$ cat src/rtl/hilo_controller.sv
// HI/LO register file plus the multi-cycle multiply/divide engine that feeds it.
// Multiplies wait a fixed latency; divides run a 32-step restoring divider, then a sign-fix cycle.
module hilo_controller #(
  parameter int MUL_LATENCY = 3
) (
  input  logic        clk,
  input  logic        reset,
  input  logic        start,
  input  logic [2:0]  op,
  input  logic [31:0] rs_val,
  input  logic [31:0] rt_val,
  input  logic        hilo_read,
  input  logic        write_hi,
  input  logic        write_lo,
  input  logic [31:0] wdata,
  input  logic        flush,
  output logic        busy,
  output logic        stall,
  output logic [31:0] hi,
  output logic [31:0] lo,
  output logic [1:0]  dbg_state
);

  typedef enum logic [1:0] {S_IDLE, S_MUL, S_DIV, S_FIX} state_t;

  state_t      state, state_next;
  logic [5:0]  count, count_next;
  logic [2:0]  op_q;
  logic [31:0] a_q, b_q;
  logic [31:0] quo, rem;
  logic        neg_q, neg_r;

  // Operations: op[0]=0 selects the signed flavour for every op code.
  logic        is_div_op;
  logic        accept;
  logic [31:0] rs_mag, rt_mag;
  assign is_div_op = (op == 3'd2) || (op == 3'd3);
  assign accept    = (state == S_IDLE) && start && !flush;
  assign rs_mag    = (!op[0] && rs_val[31]) ? (32'd0 - rs_val) : rs_val;
  assign rt_mag    = (!op[0] && rt_val[31]) ? (32'd0 - rt_val) : rt_val;

  assign busy      = (state != S_IDLE);
  assign stall     = busy & (start | hilo_read | write_hi | write_lo);
  assign dbg_state = state;

  // Multiply result, taken against the current HI/LO for the accumulate forms.
  logic [63:0] ext_a, ext_b, product, acc, mul_result;
  assign ext_a   = op_q[0] ? {32'd0, a_q} : {{32{a_q[31]}}, a_q};
  assign ext_b   = op_q[0] ? {32'd0, b_q} : {{32{b_q[31]}}, b_q};
  assign product = ext_a * ext_b;
  assign acc     = {hi, lo};

  always_comb begin
    mul_result = product;
    case (op_q[2:1])
      2'b10:   mul_result = acc + product;
      2'b11:   mul_result = acc - product;
      default: mul_result = product;
    endcase
  end

  // One restoring-division step: shift in the next dividend bit, subtract if it fits.
  logic [32:0] trial;
  logic [31:0] rem_step, quo_step, q_fix, r_fix;
  assign trial = {rem, quo[31]} - {1'b0, b_q};

  always_comb begin
    rem_step = {rem[30:0], quo[31]};
    quo_step = {quo[30:0], 1'b0};
    if (!trial[32]) begin
      rem_step = trial[31:0];
      quo_step = {quo[30:0], 1'b1};
    end
  end

  assign q_fix = neg_q ? (32'd0 - quo) : quo;
  assign r_fix = neg_r ? (32'd0 - rem) : rem;

  always_comb begin
    state_next = state;
    count_next = count;
    case (state)
      S_IDLE: begin
        if (accept) begin
          state_next = is_div_op ? S_DIV : S_MUL;
          count_next = is_div_op ? 6'd31 : 6'(MUL_LATENCY - 1);
        end
      end
      S_MUL: begin
        if (flush || count == 6'd0) begin
          state_next = S_IDLE;
          count_next = 6'd0;
        end else begin
          count_next = count - 6'd1;
        end
      end
      S_DIV: begin
        if (flush) begin
          state_next = S_IDLE;
          count_next = 6'd0;
        end else if (count == 6'd0) begin
          state_next = S_FIX;
        end else begin
          count_next = count - 6'd1;
        end
      end
      S_FIX: begin
        state_next = S_IDLE;
        count_next = 6'd0;
      end
      default: begin
        state_next = S_IDLE;
        count_next = 6'd0;
      end
    endcase
  end

  always_ff @(posedge clk) begin
    if (reset) begin
      state <= S_IDLE;
      count <= 6'd0;
    end else begin
      state <= state_next;
      count <= count_next;
    end
  end

  always_ff @(posedge clk) begin
    if (reset) begin
      hi    <= 32'd0;
      lo    <= 32'd0;
      op_q  <= 3'd0;
      a_q   <= 32'd0;
      b_q   <= 32'd0;
      quo   <= 32'd0;
      rem   <= 32'd0;
      neg_q <= 1'b0;
      neg_r <= 1'b0;
    end else if (!flush) begin
      case (state)
        S_IDLE: begin
          if (write_hi) hi <= wdata;
          if (write_lo) lo <= wdata;
          if (start) begin
            op_q  <= op;
            a_q   <= rs_val;
            b_q   <= is_div_op ? rt_mag : rt_val;
            quo   <= rs_mag;
            rem   <= 32'd0;
            neg_q <= !op[0] && (rs_val[31] ^ rt_val[31]);
            neg_r <= !op[0] && rs_val[31];
          end
        end
        S_MUL: begin
          if (count == 6'd0) {hi, lo} <= mul_result;
        end
        S_DIV: begin
          rem <= rem_step;
          quo <= quo_step;
        end
        S_FIX: begin
          // A zero divisor leaves HI/LO as they were.
          if (b_q != 32'd0) begin
            lo <= q_fix;
            hi <= r_fix;
          end
        end
        default: ;
      endcase
    end
  end

endmodule

$ cat config.mk
export PLATFORM = sky130hd
export DESIGN_NAME = hilo_controller
export DESIGN_NICKNAME = d
export VERILOG_FILES = /design/src/rtl/hilo_controller.sv
export SDC_FILE = /design/constraint.sdc
export NUM_CORES = 2
export LEC_CHECK = 0
export ABC_AREA = 1
export CORE_ASPECT_RATIO = 0.8
export CORE_MARGIN = 2
export CORE_UTILIZATION = 65
export DETAILED_ROUTE_END_ITERATION = 8
export GPL_TIMING_DRIVEN = 1
export PLACE_DENSITY = 0.83
export SYNTH_ARGS = -nofsm -noshare
export SYNTH_HDL_FRONTEND = slang
export SYNTH_SLANG_ARGS = --single-unit
$ cat constraint.sdc
create_clock -name clk -period 12.1 [get_ports clk]
set_input_delay 1.815 -clock clk [delete_from_list [all_inputs] [get_ports clk]]
set_output_delay 1.815 -clock clk [all_outputs]
set_load 0.02 [all_outputs]
==> flow_metrics.tcl <==
set metrics [dict create \
    status "finished, violations left" \
    violations "design-rule violations, max-capacitance violations" \
    period_minus_slack_ps 11710 \
    critical_path_arrival_ps 12160 \
    ys_warn_count 0 \
    cp_max_fo 16 \
    start_util_pct 65.73 \
    seq_area_um2 4138 \
    end_kind "flip-flop" \
    hold_ws_ps 486.2 \
    hold_viol 0 \
    fmax_mhz 85.41 \
    remaining_drc_errors 25 \
    synthCells 9165 \
    stdcell_count 10760 \
    post-route-util_pct 71.91 \
    cts_tree "built" \
    ys_async_sr_fraction_pct 0 \
    gr-total-overflow 0 \
    ant_nets 0 \
    synth_fp_nets 11110 \
    port_buffers 173 \
    fp.dieH_um 295.1 \
    viasPerCell 5.978 \
    vias 64320 \
    detailed_place_hpwl_um 217900 \
    die_w_um 367.9 \
    yosys.cell_types.count 61 \
    p_leak_uw 0.04226 \
    required_ps 12550 \
    min_path_type "flip-flop to flip-flop" \
    synth-edff-count 0 \
    maxCapViolCount 1 \
    crit_type "flip-flop to flip-flop" \
    routed_wl_um 264800 \
    worstMarginPinSlew_ps 1465 \
    cts_sinks 205 \
    avgSynthCellArea_um2 7.514 \
    min_period_over_period_pct 96.76 \
    fin_nets 11260 \
    slowest_stage "fa_1" \
    clock_skew_ps 87.17 \
    crit_top_cell "nand2_1" \
    critPathLaunchType "flip-flop" \
    clk_path_buf_depth 3 \
    powerDensity_nw_per_um2 198.5 \
    clk_pin_slew_ps 80 \
    place_inst 10680 \
    areaGrowthSynthToFinish_pct 9.404 \
    slew_violations 0 \
    ctsHtreeMaxLevel 1 \
    rows 106 \
    antenna_found_initial 22 \
    slowest_delay_ps 560 \
    numCtsBuffers 28 \
    grt_pass1_vias 66420 \
    die_area_um2 108600 \
    rrSetupSlack_ps 390 \
    synth_area_um2 68860 \
    grt_max_degree 94 \
    gp_routability_congestion 1.068 \
    coreArea_um2 104800 \
    max_slew_margin_pct 1.302 \
    fill_cells 8014 \
    synth_ff_type "dfxtp_1" \
    post_drt_wl_per_cell_um 24.62 \
    ir_drop_uv 376.7 \
    cts_root_buf "clkbuf_16" \
    yosysSeqAreaShare_pct 5.959 \
    finalSetupViolations 0 \
    gr-usage-all-layers_pct 49.17 \
    grt_pass1_wl_um 397000 \
    firstDrtPassIters 9 \
    synth_seq_cells 205 \
    ioPinCount 174 \
    clkLatencyLatePin_ps 690 \
    drt_iter0_drc 8539 \
    multi_input_area_um2 53610 \
    drive_gt1_share_pct 6.532 \
]
[where the power goes]
part / internal, uW / switching, uW
clock network: 566 / 418
logic: 4820 / 8310
registers: 730 / 115
total: 6120 / 8840
[path summary, 6_finish.rpt]
kind / start / end / depth (start not counted)
worst max-delay path: a_q[2] / hi[8] / 49
worst min-delay path: count[5] / count[5] / 2
worst max register to register: a_q[2] / hi[8] / 49
worst min register to register: count[5] / count[5] / 2
[cells by family after synthesis]
logic type	share of synthesized area (%)
AOI/OAI and AO/OA	9.232
buffers and inverters	16.56
adders and majority gates	49.00
and+or+nand+nor	16.55
xor gates and xnor gates	2.696
DFF	5.959
[cell usage after synthesis, types with 14 or more instances]
cell type | count | share of area [%]
fa_1 | 1435 | 42
dfxtp_1 | 205 | 6.0
a31oi_1 | 55 | 0.50
inv_2 | 32 | 0.17
buf_1 | 19 | 0.10
o21ai_0 | 377 | 2.7
nor2_1 | 466 | 2.5
a41oi_1 | 19 | 0.24
o21ai_1 | 17 | 0.12
o211ai_1 | 77 | 0.84
nand3_1 | 164 | 1.2
nand4_1 | 49 | 0.45
nand2_2 | 24 | 0.22
a21o_1 | 28 | 0.31
o21a_1 | 17 | 0.19
ha_1 | 401 | 7.3
nor2_2 | 23 | 0.21
o221ai_1 | 25 | 0.32
nor3_1 | 75 | 0.55
or2_2 | 24 | 0.22
inv_1 | 2605 | 14
a221oi_1 | 14 | 0.18
xor2_1 | 129 | 1.6
nand2_1 | 1859 | 10
nand3b_1 | 16 | 0.17
xnor2_1 | 78 | 0.99
clkbuf_1 | 358 | 2.0
nor4_1 | 21 | 0.19
a21oi_1 | 426 | 3.1
o21bai_1 | 15 | 0.16
[registers in the layout (all words and copies together) (netlist names), 2 cells and up]
register,flops
dbg_state,2
a_q,32
b_q,32
rem,32
count,6
lo,32
hi,32
op_q,3
quo,32
[final cells by class]
cell class	count	area share, %
clock inverters	13	0.3056
multi-input cells	5930	71.16
inverters	2646	13.19
clock buffers	39	1.051
repair buffers	505	6.424
diodes	16	0.05314
flip-flops and latches	205	5.492
well taps	1404	2.332
[metrics by stage]
| step | setup WS (ps) | total power, uW | instance area (um2) | TNS (ps) |
|---|---|---|---|---|
| floorplan | 1505 | 8359 | 68860 | 0 |
| global placement | 62.86 | 13290 | 73900 | 0 |
| detailed placement | 12.62 | 13350 | 73900 | 0 |
| CTS | 15.16 | 14400 | 74930 | 0 |
| global route | -92.04 | 16020 | 75300 | -262.0 |
| finish | 392.4 | 14960 | 75340 | 0 |
[critical path: cells and delay by family, from the launching register on]
kind	cells	cell delay [ps]
adders and majority gates	12	4870
and+or+nand+nor	17	2840
AOI/OAI and AO/OA	8	1640
buffers and inverters	11	1400
DFF	1	530
xor gates and xnor gates	1	170
[layer usage]
metal | GRT usage [%] | vias up | share of wire, %
met5 | 0 | - | 0.046
met4 | 24.97 | 20 | 6.5
met3 | 20.26 | 1234 | 16
met2 | 69.91 | 5239 | 40
met1 | 64.75 | 30610 | 37
li1 | - | 27210 | -
[placed cells by master (no fill, tap or decap), types with 16 or more instances in the layout]
cell type | synthesis | final
nor2_2 | 23 | 43
nand2_2 | 24 | 26
diode_2 | 0 | 16
nand4_1 | 49 | 49
buf_12 | 0 | 44
inv_1 | 2605 | 2604
o21ai_0 | 377 | 365
nor3_1 | 75 | 72
inv_2 | 32 | 32
dfxtp_1 | 205 | 186
clkdlybuf4s50_1 | 0 | 172
xor2_1 | 129 | 128
clkbuf_16 | 0 | 29
ha_1 | 401 | 399
a31oi_1 | 55 | 55
nor4_1 | 21 | 19
o21a_1 | 17 | 17
nand3_2 | 13 | 16
a21o_1 | 28 | 28
nand3b_1 | 16 | 16
nand2_1 | 1859 | 1857
buf_4 | 3 | 276
a41oi_1 | 19 | 19
fa_1 | 1435 | 1434
or2_2 | 24 | 24
nor2_1 | 466 | 442
xnor2_1 | 78 | 77
o211ai_1 | 77 | 77
a21oi_1 | 426 | 418
o221ai_1 | 25 | 24
nand3_1 | 164 | 160
o21ai_1 | 17 | 26
[timing repair]
item	CTS	global route
pin swaps	0	7
resized for setup	2	98
hold buffers	0	0
gates cloned	0	1
buffers inserted	0	7
setup endpoints to repair	1	23
No activity file was read; power rests on OpenSTA's default activity.
